--- src/rtl/game_pkg.sv ---
// Shared game-flow types and defaults used by the score block and the level flow controller.
package game_pkg;

  typedef enum logic [1:0] {
    ST_IDLE = 2'b00,
    ST_PLAY = 2'b01,
    ST_WIN  = 2'b10,
    ST_LOSE = 2'b11
  } game_state_e;

  typedef logic [3:0] bcd_digit_t;

  localparam int GEM_TOTAL_DEF      = 2;
  localparam int FRAMES_PER_SEC_DEF = 60;

  // Converts a seconds value into three packed BCD digits {hundreds, tens, ones}.
  function automatic logic [11:0] bin_to_bcd(input logic [7:0] value);
    int unsigned v;
    v = int'(value);
    return {bcd_digit_t'(v / 100), bcd_digit_t'((v / 10) % 10), bcd_digit_t'(v % 10)};
  endfunction

endpackage

--- src/rtl/bcd_counter3.sv ---
// Three-digit BCD up-counter with synchronous clear, enable and a hold-at-value limit.
module bcd_counter3
  import game_pkg::*;
(
  input  logic        Clk,
  input  logic        Reset,
  input  logic        clr_i,
  input  logic        en_i,
  input  logic [11:0] sat_i,
  output logic [11:0] value_o
);

  bcd_digit_t [2:0] digits_q, digits_d;

  // NOTE: every combinational output gets a default first so no path leaves it unassigned (no latch).
  always_comb begin
    digits_d = digits_q;
    if (clr_i) begin
      digits_d = '0;
    end else if (en_i && (digits_q != sat_i)) begin
      if (digits_q[0] == 4'd9) begin
        digits_d[0] = 4'd0;
        if (digits_q[1] == 4'd9) begin
          digits_d[1] = 4'd0;
          digits_d[2] = (digits_q[2] == 4'd9) ? 4'd0 : digits_q[2] + 4'd1;
        end else begin
          digits_d[1] = digits_q[1] + 4'd1;
        end
      end else begin
        digits_d[0] = digits_q[0] + 4'd1;
      end
    end
  end

  // NOTE: state registers use non-blocking assignments so all flops update from pre-edge values.
  always_ff @(posedge Clk) begin
    if (Reset) digits_q <= '0;
    else       digits_q <= digits_d;
  end

  assign value_o = digits_q;

endmodule

--- src/rtl/level_flow_controller.sv ---
// Level flow FSM: idle/play/win/lose sequencing, level timer (binary + BCD), best time and
// the freeze / level_reset controls returned to the player, gem and score logic.
module level_flow_controller
  import game_pkg::*;
#(
  parameter int GEM_TOTAL      = GEM_TOTAL_DEF,
  parameter int FRAMES_PER_SEC = FRAMES_PER_SEC_DEF,
  parameter int TIME_LIMIT_S   = 255,
  parameter int HOLD_FRAMES    = 120
) (
  input  logic        Clk,
  input  logic        Reset,
  input  logic        frame_start,
  input  logic        start_key,
  input  logic [3:0]  score,
  input  logic        p1_at_door,
  input  logic        p2_at_door,
  input  logic        p1_hazard,
  input  logic        p2_hazard,
  output logic [1:0]  state,
  output logic        freeze,
  output logic        level_reset,
  output logic [7:0]  elapsed_s,
  output logic [11:0] elapsed_bcd,
  output logic [7:0]  best_s,
  output logic        best_valid
);

  localparam int FW = $clog2(FRAMES_PER_SEC);
  localparam int HW = $clog2(HOLD_FRAMES + 1);
  localparam logic [FW-1:0] FRAME_LAST = FW'(FRAMES_PER_SEC - 1);
  localparam logic [HW-1:0] HOLD_MAX   = HW'(HOLD_FRAMES);
  localparam logic [7:0]    LIMIT      = 8'(TIME_LIMIT_S);
  localparam logic [11:0]   LIMIT_BCD  = bin_to_bcd(LIMIT);

  game_state_e   state_q;
  logic          freeze_q, level_reset_q, best_valid_q;
  logic [FW-1:0] frame_cnt_q;
  logic [HW-1:0] hold_cnt_q;
  logic [7:0]    elapsed_q, best_q;

  logic restart, lose_now, win_now, frame_tick, sec_tick, in_end;

  always_comb begin
    in_end     = (state_q == ST_WIN) || (state_q == ST_LOSE);
    restart    = start_key && ((state_q == ST_IDLE) || (in_end && (hold_cnt_q == HOLD_MAX)));
    lose_now   = (state_q == ST_PLAY) && (p1_hazard || p2_hazard || (elapsed_q == LIMIT));
    win_now    = (state_q == ST_PLAY) && !lose_now && p1_at_door && p2_at_door &&
                 (score >= 4'(GEM_TOTAL));
    // The timer only advances on cycles where PLAY is not being left.
    frame_tick = (state_q == ST_PLAY) && !lose_now && !win_now && frame_start;
    sec_tick   = frame_tick && (frame_cnt_q == FRAME_LAST) && (elapsed_q != LIMIT);
  end

  always_ff @(posedge Clk) begin
    if (Reset) begin
      state_q       <= ST_IDLE;
      freeze_q      <= 1'b1;
      level_reset_q <= 1'b0;
      elapsed_q     <= '0;
      frame_cnt_q   <= '0;
      hold_cnt_q    <= '0;
      best_q        <= '0;
      best_valid_q  <= 1'b0;
    end else begin
      level_reset_q <= restart;
      if (restart) begin
        state_q     <= ST_PLAY;
        freeze_q    <= 1'b0;
        elapsed_q   <= '0;
        frame_cnt_q <= '0;
      end else if (lose_now) begin
        state_q    <= ST_LOSE;
        freeze_q   <= 1'b1;
        hold_cnt_q <= '0;
      end else if (win_now) begin
        state_q    <= ST_WIN;
        freeze_q   <= 1'b1;
        hold_cnt_q <= '0;
        if (!best_valid_q || (elapsed_q < best_q)) begin
          best_q       <= elapsed_q;
          best_valid_q <= 1'b1;
        end
      end else begin
        if (frame_tick) begin
          frame_cnt_q <= (frame_cnt_q == FRAME_LAST) ? '0 : frame_cnt_q + 1'b1;
          if (sec_tick) elapsed_q <= elapsed_q + 8'd1;
        end
        if (in_end && frame_start && (hold_cnt_q != HOLD_MAX)) hold_cnt_q <= hold_cnt_q + 1'b1;
      end
    end
  end

  bcd_counter3 u_bcd (
    .Clk     (Clk),
    .Reset   (Reset),
    .clr_i   (restart),
    .en_i    (sec_tick),
    .sat_i   (LIMIT_BCD),
    .value_o (elapsed_bcd)
  );

  assign state       = state_q;
  assign freeze      = freeze_q;
  assign level_reset = level_reset_q;
  assign elapsed_s   = elapsed_q;
  assign best_s      = best_q;
  assign best_valid  = best_valid_q;

endmodule

--- config.mk ---
export PLATFORM = sky130hd
export DESIGN_NAME = level_flow_controller
export DESIGN_NICKNAME = d
export VERILOG_FILES = /design/src/rtl/game_pkg.sv /design/src/rtl/bcd_counter3.sv /design/src/rtl/level_flow_controller.sv
export SDC_FILE = /design/constraint.sdc
export NUM_CORES = 1
export LEC_CHECK = 0
export BUFFER_PORTS_ARGS = -buffer_cell sky130_fd_sc_hd__clkbuf_2
export CORE_UTILIZATION = 55
export CTS_BUF_LIST = sky130_fd_sc_hd__clkbuf_2 sky130_fd_sc_hd__clkbuf_4 sky130_fd_sc_hd__clkbuf_8
export CTS_CLUSTER_SIZE = 16
export DETAILED_ROUTE_END_ITERATION = 10
export PLACE_DENSITY = 0.79
export SLEW_MARGIN = 5
export SYNTH_ARGS = -nofsm -noshare
export SYNTH_HDL_FRONTEND = slang
export SYNTH_SLANG_ARGS = --single-unit
--- constraint.sdc ---
create_clock -name Clk -period 2.4 [get_ports Clk]
set_input_delay 0.24 -clock Clk [delete_from_list [all_inputs] [get_ports Clk]]
set_output_delay 0.24 -clock Clk [all_outputs]
set_load 0.02 [all_outputs]
* Word-level counts from Yosys, hierarchy flattened
Cells that the tools add are included.
** Operators by class
- Add/subtract/negate cells :: 6
- $mul :: 0
- Divide/modulo/power cells :: 0
- Magnitude comparators :: 2
- Equal/unequal tests :: 12
- Shifts and indexed selects :: 0
- Muxes and demuxes :: 13
- Bitwise gates (word level) :: 3
- Reduce and logical (&&, ||, !) cells :: 33
** Operator list (count)
- $mux 7 :: 3
- $logic_and 1x1->1 :: 14
- $add 4x1->4 const B :: 3
- $eq 4x4->1 const B :: 3
- $mux 4 :: 3
- $ne 12x10->1 const B :: 1
- $add 8x1->8 const B :: 1
- $eq 8x8->1 const B :: 1
- $lt 8x8->1 :: 1
- $ne 8x8->1 const B :: 1
- $reduce_and 4->1 :: 2
- $add 7x1->7 const B :: 1
- $eq 7x7->1 const B :: 1
- $ne 7x7->1 const B :: 1
- $add 6x1->6 const B :: 1
- $eq 6x6->1 const B :: 1
- $mux 6 :: 1
- $reduce_and 3->1 :: 2
- $reduce_bool 3->1 :: 2
- $logic_or 1x1->1 :: 5
- $eq 2x2->1 const B :: 2
- $ge 4x2->1 const B :: 1
- $mux 1 :: 4
- $mux 2 :: 2
- 7 further kinds :: 12
** Storage, ports and cells
- Register bits :: 46
- Bits in latches :: 0
- RAM bits :: 0
- Memory bits (read-only) :: 0
- Input bits :: 12
- Output and inout port bits :: 33
- Word-level logic and storage cells :: 81
- Memories :: 0

* Longest topological paths before layout
Gate-level depths: netlist of run 1.
- Word-level depth :: 15
- Gate-level depth with buffers :: 8
- Depth with buffers taken out :: 7

* Hierarchy
A second synthesis of run 1 with hierarchy kept.
** Unflattened totals
- Cells, all modules :: 304
- Area total of the unflattened synthesis :: 2655.0 sq um
** By module, submodules not included
- level_flow_controller :: instances 1, cells an instance 204, area each 1784.2 sq um
- bcd_counter3 :: instances 1, cells an instance 100, area each 870.8 sq um

* Least setup slack after synthesis of run 1
No wires, ideal clock.
- Path type :: reg2reg
- From :: reg elapsed_q[0] (netlist: elapsed_s[0])
- To :: reg best_q[0] (netlist: best_s[0])
- Library setup time :: 72 ps
- Data arrival time :: 2034 ps
- Setup slack :: 294 ps
- Stages on the path, launching flop included :: 7
- Path buffers :: 0
- Cells stage by stage :: dfxtp_1 -> ha_1 -> and3_1 -> a211oi_4 -> nand3_1 -> a21oi_2 -> mux2i_1
** On the way
- Cells in the longest elaborated chain, start to end :: 9
** Ends and longest elaborated chain
- start: declaration :: line level_flow_controller.sv:40 : logic [7:0] elapsed_q, best_q;
- start signal: assignment :: line level_flow_controller.sv:87 : if (sec_tick) elapsed_q <= elapsed_q + 8'd1;
- $eq 8x8->1 :: line level_flow_controller.sv:47 : lose_now = (state_q == ST_PLAY) && (p1_hazard || p2_hazard || (elapsed_q == LIMIT));
- $logic_or 1x1->1 :: line level_flow_controller.sv:47
- $logic_and 1x1->1 :: line level_flow_controller.sv:47
- $logic_not 1->1 :: line level_flow_controller.sv:48 : win_now = (state_q == ST_PLAY) && !lose_now && p1_at_door && p2_at_door &&
- $logic_and 1x1->1 (4 in series) :: line level_flow_controller.sv:48
- $reduce_and 4->1 (no line)
- end signal: assignment :: line level_flow_controller.sv:81 : best_q <= elapsed_q;
- end: declaration :: line level_flow_controller.sv:40
Several ways; a longest one is shown, not always the timed one.
A chain may end at the register's enable or synchronous reset.

* Worst setup path in the final report of run 1
- From :: reg elapsed_q[0] (netlist: elapsed_s[0])
- To :: reg elapsed_q[7] (netlist: elapsed_s[7])
** On the way
- Cells in the longest elaborated chain, start to end :: 14
** Ends and longest elaborated chain
- $eq 8x8->1 :: line level_flow_controller.sv:47
- $logic_or 1x1->1 :: line level_flow_controller.sv:47
- $logic_and 1x1->1 :: line level_flow_controller.sv:47
- $logic_not 1->1 :: line level_flow_controller.sv:48, level_flow_controller.sv:51
- $logic_and 1x1->1 :: line level_flow_controller.sv:48, level_flow_controller.sv:51
- $logic_and 1x1->1 (3 in series) :: line level_flow_controller.sv:48
- $logic_not 1->1 :: line level_flow_controller.sv:51 : frame_tick = (state_q == ST_PLAY) && !lose_now && !win_now && frame_start;
- $logic_and 1x1->1 (2 in series) :: line level_flow_controller.sv:51
- $logic_and 1x1->1 (2 in series) :: line level_flow_controller.sv:52 : sec_tick = frame_tick && (frame_cnt_q == FRAME_LAST) && (elapsed_q != LIMIT);
- $reduce_and 4->1 (no line)
Several ways; a longest one is shown, not always the timed one.

==> run summary, run 1 <==
The total cell area at the placement stage came out at 2770 um^2. The post-route netlist has 23.4% of its cells at a drive strength greater than 1. The finished layout holds 384 standard cells, fillers aside.

The number of max-capacitance violations reported is 0. The CTS tree is done. The post-synth net total came out at 297.

The number of enable flip-flop cells after synthesis came out at 0. The worst-margin pin slew came out at 0.519 ns. The post-synth design cell area came out at 2430 um^2. The worst hold slack came out at 0.222 ns.

The post-route total power came out at 1.56 mW. The startpoint identified for the worst hold timing path is start_key. The cell count after synthesis came out at 274. The end of the worst hold path is level_reset.

The total global routing overflow is 0. The die extent in x came out at 68.5 um. The slack of the worst reg-to-reg path came out at 0.31 ns. The worst relative slew slack came out at 65.0%.

The clock latency on the worst-skew pair is 0.30 ns. The average cell area after synthesis came out at 8.87 um^2. The most numerous cell in the Yosys netlist is sky130_fd_sc_hd__dfxtp_1.

The number of global-route vias before repair is 1871. The total of cells resized after clock tree synthesis is 0. The critical path is of the reg2reg type. The starting density of the core is 59.0%.

The number of warnings printed during yosys synthesis is 0. The sink count of the clock tree is 46. The number of antenna violations at the first check in global routing is 0. The count of nets left with antenna violations once routing finished came out at 0. The endpoint arrival time on the critical path came out at 2.32 ns. The post-synthesis sequential area ratio is 37.9%.

The number of hold buffers added after CTS was 0. The number of top-level pins came out at 45. Sorting the synthesized cells by how often they occur yields 46 x sky130_fd_sc_hd__dfxtp_1, 34 x sky130_fd_sc_hd__nor2_1, 20 x sky130_fd_sc_hd__nand2b_1. The buffer depth of the longest clock path is 2. At the worst endpoint, the required time is 2.63 ns. The worst setup path is launched from a register. The repair_antennas step left the layout with diodes totalling 0. The last weighted congestion value of the routability-driven placer came out at 0.762. The clock skew after layout came out at 0.00905 ns.

In this run, placement finished with an instance count of 372. Detailed placement ended at an HPWL of 3680 um. The post-layout net count is 356. Global routing used 23.4% of the available tracks. The core region area came out at 4120 um^2. The post-layout minimum cycle time is 2.09 ns. The worst supply voltage drop on vdd is 345 uV. The residual DRC count came out at 0. By area the synthesized netlist is led by sky130_fd_sc_hd__dfxtp_1 38%, sky130_fd_sc_hd__xor2_1 5.8%, sky130_fd_sc_hd__ha_1 5.7%.

The wire length after detailed routing is 5110 um. The portion of the clock cycle consumed by the worst path in the final layout is 87.0%. The total of flip-flops plus latches after synthesis is 46.

STA classifies the critical path endpoint as a register. The synthesis-to-layout area growth is 20.9%. The final number of hold-violating endpoints came out at 0. Entering global routing, the biggest net connects 26 pins. For this design the static power due to leakage is 1.21 nW. The number of different library cells used by synthesis comes to 50.

The power density over the cells is 532 nW/um^2. The final-report max-slew violation count is 0. Counting instances, the worst hold path has a depth of 3. The first-pass GRT wire length is 8200 um.

Clock tree synthesis selected as its root buffer the cell sky130_fd_sc_hd__clkbuf_8. The per-cell routed wire length is 13.3 um. The depth of the most critical reg-to-reg path is 6. In this run the worst hold path is classified as in2reg. The flow ran to the end, and the final reports show no timing, DRC or antenna violations. The biggest area contributor in the post-synthesis netlist is sky130_fd_sc_hd__dfxtp_1. The count of endpoints failing setup in the final report came out at 0.

Setup repair after global routing left no endpoint under its margin. The average via count per standard cell is 5.50. The dominant synthesized flop cell is sky130_fd_sc_hd__dfxtp_1. The worst register-to-register path ends at elapsed_s[7]. The starting DRC count in detailed routing came out at 47. The number of buffers inserted during clock tree synthesis came out at 5.

The share of async-settable or async-resettable flops after synthesis came out at 0%. The full die area came out at 4690 um^2. The die outline height came out at 68.5 um. The top fanout value on the critical path came out at 6. The achievable frequency came out at 479 MHz.

The via count is 2113. In this run the number of H-tree levels came out at 2. The number of detailed-route iterations in the first pass came out at 4. In this run the critical register-to-register path is launched from elapsed_s[0]. Summed over all failing endpoints, the final setup total negative slack is 0 ns. Row generation in the floorplan step produced 23 rows. The number of port buffers is 43.

The proportion of netlist area held by the largest area contributor came out at 37.9%. The register clock-pin slew on the reported worst setup and hold paths is 0.09 ns. The final instance area came out at 2940 um^2.
==> worst max-delay path: stages, from the launching register on <==
cell and delay, ns:
sky130_fd_sc_hd__dfxtp_1 0.38, sky130_fd_sc_hd__ha_1 0.24, sky130_fd_sc_hd__and3_1 0.26, sky130_fd_sc_hd__a2111oi_4 0.38, sky130_fd_sc_hd__nor3b_2 0.42, sky130_fd_sc_hd__nand4bb_1 0.16
sky130_fd_sc_hd__a21oi_1 0.19
==> routing by layer <==
layer,wire [um],track usage [%],up-vias
met4,93,8.59,0
li1,-,-,1073
met3,250,5.33,11
met5,0,0,-
met2,2610,42.0,54
met1,2150,26.6,975
==> area by class of cell <==
| cell class | instances | area [um^2] |
|---|---|---|
| inverters | 15 | 56.3 |
| clock buffers | 5 | 68.8 |
| multi-input cells | 206 | 1430 |
| flip-flops and latches | 46 | 921 |
| repair buffers | 59 | 335 |
| clock inverters | 3 | 68.8 |
| fillers | 334 | 1180 |
| well taps | 50 | 62.6 |
==> timing repair <==
item | CTS | global route
hold endpoints to repair | 0 | 0
setup buffers | 0 | 4
endpoints found under the setup margin | 0 | 1
==> worst max-delay path by stage <==
stage	depth (start not counted)	end	startpoint
floorplan	6	best_s[0]	elapsed_s[0]
global placement	7	best_s[3]	elapsed_s[0]
detailed placement	6	elapsed_s[7]	elapsed_s[0]
CTS	6	elapsed_s[7]	elapsed_s[0]
global route	6	elapsed_s[7]	elapsed_s[0]
finish	6	elapsed_s[7]	elapsed_s[0]
==> cell families after synthesis <==
family	synth area share (%)
XOR/XNOR	6.85
flip-flops	37.9
AO/OA/AOI/OAI	13.3
multiplexers	4.53
buffers and inverters	3.45
adder cells (fa/ha/maj)	5.66
AND/OR/NAND/NOR	28.3
==> placed cells by master, fill, tap and decap left out, types with 2 or more instances in the layout <==
master                       n
sky130_fd_sc_hd__dfxtp_1    46
sky130_fd_sc_hd__clkbuf_2   43
sky130_fd_sc_hd__nor2_1     34
sky130_fd_sc_hd__nand2b_1   20
sky130_fd_sc_hd__nand2_1    18
sky130_fd_sc_hd__xor2_1     16
sky130_fd_sc_hd__buf_4      16
sky130_fd_sc_hd__inv_1      15
sky130_fd_sc_hd__a21oi_1    14
sky130_fd_sc_hd__nand3_1    11
sky130_fd_sc_hd__mux2i_1    11
sky130_fd_sc_hd__ha_1       11
sky130_fd_sc_hd__nand4_1    10
sky130_fd_sc_hd__and3_1      6
sky130_fd_sc_hd__o21ai_0     5
sky130_fd_sc_hd__clkbuf_8    5
sky130_fd_sc_hd__nor2b_1     4
sky130_fd_sc_hd__or3_1       4
sky130_fd_sc_hd__or2_2       3
sky130_fd_sc_hd__xnor2_1     3
sky130_fd_sc_hd__a211oi_1    2
sky130_fd_sc_hd__a21o_1      2
sky130_fd_sc_hd__nor3b_1     2
sky130_fd_sc_hd__nor3_1      2
sky130_fd_sc_hd__o211a_1     2
sky130_fd_sc_hd__bufinv_16   2
==> per-stage QoR <==
step | util, % | setup WS [ns]
6_report | 71.4 | 0.311
5_1_grt | 71.4 | 0.204
4_1_cts | 70.7 | 0.120
3_5_place_dp | 67.3 | 0.248
3_3_place_gp | 67.3 | 0.310
2_1_floorplan | - | 0.294
==> state kept, by name, indices dropped and copies added, names as in the netlist <==
register	flops
u_bcd.value_o	12
best_s	8
elapsed_s	8
hold_cnt_q	7
frame_cnt_q	6
state	2
best_valid	1
freeze	1
level_reset	1
==> power by group <==
part | internal, mW | leakage, nW | switching, mW
clock | 0.417 | 0.0683 | 0.264
sequential | 0.770 | 0.371 | 0.00666
combinational | 0.0423 | 0.773 | 0.0621
total | 1.23 | 1.21 | 0.333
No activity file was read; power rests on OpenSTA's default activity.
==> run 2, diff against run 1 <==
--- a/config.mk
+++ b/config.mk
@@ -6,11 +6,11 @@
 export NUM_CORES = 1
 export LEC_CHECK = 0
 export BUFFER_PORTS_ARGS = -buffer_cell sky130_fd_sc_hd__clkbuf_2
-export CORE_UTILIZATION = 55
+export CORE_UTILIZATION = 50
 export CTS_BUF_LIST = sky130_fd_sc_hd__clkbuf_2 sky130_fd_sc_hd__clkbuf_4 sky130_fd_sc_hd__clkbuf_8
 export CTS_CLUSTER_SIZE = 16
 export DETAILED_ROUTE_END_ITERATION = 10
-export PLACE_DENSITY = 0.79
+export PLACE_DENSITY = 0.73
 export SLEW_MARGIN = 5
 export SYNTH_ARGS = -nofsm -noshare
 export SYNTH_HDL_FRONTEND = slang
==> run summary, run 2 (synthesized netlist as in run 1, its figures left out) <==
The buffer depth of the longest clock path came out at 2. The required time of the critical path came out at 2.63 ns. The worst register-to-register path ends at u_bcd.value_o[5].

The number of H-tree branching levels is 2. In this run, post-CTS hold repair placed 0 buffers. At the worst endpoint, the arrival time is 2.38 ns.

The total of cells resized after clock tree synthesis is 0. Setup slack on the worst reg-to-reg path comes out at 0.25 ns. The row count is 24. The kind of critical path is reg2reg. The path with the worst hold slack has its endpoint at level_reset. The origin of the worst min-delay path is start_key. The worst supply voltage drop on vdd is 360 uV. In this run the remaining antenna-violating nets after routing total 0. The register clock-pin slew on the reported worst setup and hold paths is 0.08 ns. The via count came out at 2060. The leading cell type in the layout, fill and taps excluded is sky130_fd_sc_hd__dfxtp_1.

The starting DRC count in detailed routing came out at 63. The least setup slack across all paths after layout came out at 0.245 ns. The total routing resource utilization after global routing is 20.7%. Buffers placed on the I/O ports in this run total 43. The number of detailed-route iterations in the first pass is 4.

The post-layout minimum cycle time came out at 2.15 ns. The worst-margin pin slew is 0.575 ns. In the layout the commonest cells are 46 x sky130_fd_sc_hd__dfxtp_1, 43 x sky130_fd_sc_hd__clkbuf_2, 34 x sky130_fd_sc_hd__nor2_1. The final core utilization is 63.2%.

The number of max-capacitance violations reported is 0. The clock skew after layout is 0.00882 ns. The number of top-level pins is 45. STA classifies the critical path endpoint as a register. The die extent in x came out at 71.7 um. The sink count of the clock tree came out at 46. The floorplan step defined a die boundary enclosing 5140 um^2.

Dividing the detail-routed via count by the number of cells gives 5.44. The post-CTS setup buffer count is 0. The detailed-placement wirelength estimate came out at 3580 um. The residual DRC count is 0. The achievable frequency is 464 MHz. The flip-flop count of the largest register after layout is 12. The last weighted congestion value of the routability-driven placer is 0.778. The first-pass GRT wire length came out at 8400 um.

The flow ran to the end, and the final reports show no timing, DRC or antenna violations. In the final routed layout, each cell accounts on average for 12.7 um. The post-route setup TNS is 0 ns. Setup violations remaining at the end of the flow were counted as 0. The number of antenna diodes is 0. The depth of the most critical reg-to-reg path came out at 7. The pre-CTS setup slack is 0.299 ns.

The die outline height came out at 71.7 um. The number of buffers inserted during clock tree synthesis is 5. TritonCTS built the clock tree.

Setup repair after global routing left no endpoint under its margin. The root cell of the clock tree is sky130_fd_sc_hd__clkbuf_8. The number of antenna violations at the first check in global routing was 0. The worst relative slew slack is 61.2%. Summed over all layers, the global routing overflow is 0. The starting density of the core came out at 53.9%. After layout, the worst path uses 89.8% of the clock period. For this design the static power due to leakage is 1.16 nW. Walking the worst path, the cells encountered are ha_1 -> and3_1 -> a211oi_4 -> buf_4 -> nand3_1 -> or3_1 -> a21oi_1. The final layout contains 351 nets.

For this design, the slowest cell found on the critical path is sky130_fd_sc_hd__dfxtp_1. The fraction of layout cells with a size suffix above 1 came out at 21.7%. The clock reaches the later pin of the worst-skew pair after 0.30 ns. The delay of the slowest cell on the worst path is 0.37 ns. The critical register-to-register path startpoint is elapsed_s[0]. The maximum number of pins on one net before global-route repair came out at 26. In this run the worst path has a maximum fanout of 16. The synthesis-to-layout area growth came out at 17.2%. The final number of hold-violating endpoints came to 0. The kind of start point of the critical path is a register.

The core region area is 4500 um^2. The number of global-route vias before repair is 1941. The number of cells traversed by the worst hold path is 3. The power density over the cells came out at 469 nW/um^2. The wire length after detailed routing is 4810 um.

The path class of the tightest hold or removal check is in2reg. The final-report max-slew violation count came out at 0.
-- run 2: cell count changes in the layout (fill, tap and decap cells not counted) --
cell                        delta
sky130_fd_sc_hd__buf_4         -5
sky130_fd_sc_hd__bufinv_16     -2
sky130_fd_sc_hd__clkbuf_8      +1
sky130_fd_sc_hd__clkinv_4      -1
-- run 2: layer usage --
metal | wire length (um) | global-route usage [%] | part of all wire [%]
met1 | 2160 | 23.5 | 45
met2 | 2380 | 37.3 | 49
met3 | 194 | 4.92 | 4.0
met4 | 76 | 8.50 | 1.6
met5 | 0 | 0 | 0
-- run 2: area by class of cell --
cell class	instances	area, um^2
Tap cell	52	65.1
Sequential cell	46	921
Fill cell	426	1660
Clock buffer	6	82.6
Inverter	15	56.3
Timing Repair Buffer	54	298
Multi-Input combinational cell	206	1430
-- run 2: critical path: cells and delay by family (launching register included) --
kind	cells	cell delay [ns]
buffers and inverters	1	0.26
adders and majority gates	1	0.24
DFF	1	0.37
and+or+nand+nor	3	0.74
AOI/OAI and AO/OA	2	0.46
-- run 2: worst max path at each step --
stage                  from          endpoint  slack, ns  cells after the start
2_1_floorplan  elapsed_s[0]         best_s[0]       0.29                      6
3_3_place_gp   elapsed_s[0]  u_bcd.value_o[1]       0.34                      7
3_5_place_dp   elapsed_s[0]  u_bcd.value_o[5]       0.30                      7
4_1_cts        elapsed_s[0]  u_bcd.value_o[5]       0.26                      7
5_1_grt        elapsed_s[0]  u_bcd.value_o[5]       0.04                      7
6_report       elapsed_s[0]  u_bcd.value_o[5]       0.25                      7
-- run 2: stage by stage --
step	instances	hold slack, ns	instance area [um^2]	total power [mW]
floorplan	274	0.400	2430	0.857
global placement	373	0.451	2770	0.893
detailed placement	373	0.464	2770	0.895
CTS	379	0.235	2850	1.36
global route	379	0.268	2850	1.40
finish	379	0.235	2850	1.33
-- run 2: report_power, final --
group / switching [mW] / leakage [nW] / internal [mW] / total (mW)
Clock: 0.237 / 0.0431 / 0.222 / 0.459
Sequential: 0.00653 / 0.371 / 0.770 / 0.776
Combinational: 0.0605 / 0.747 / 0.0384 / 0.0989
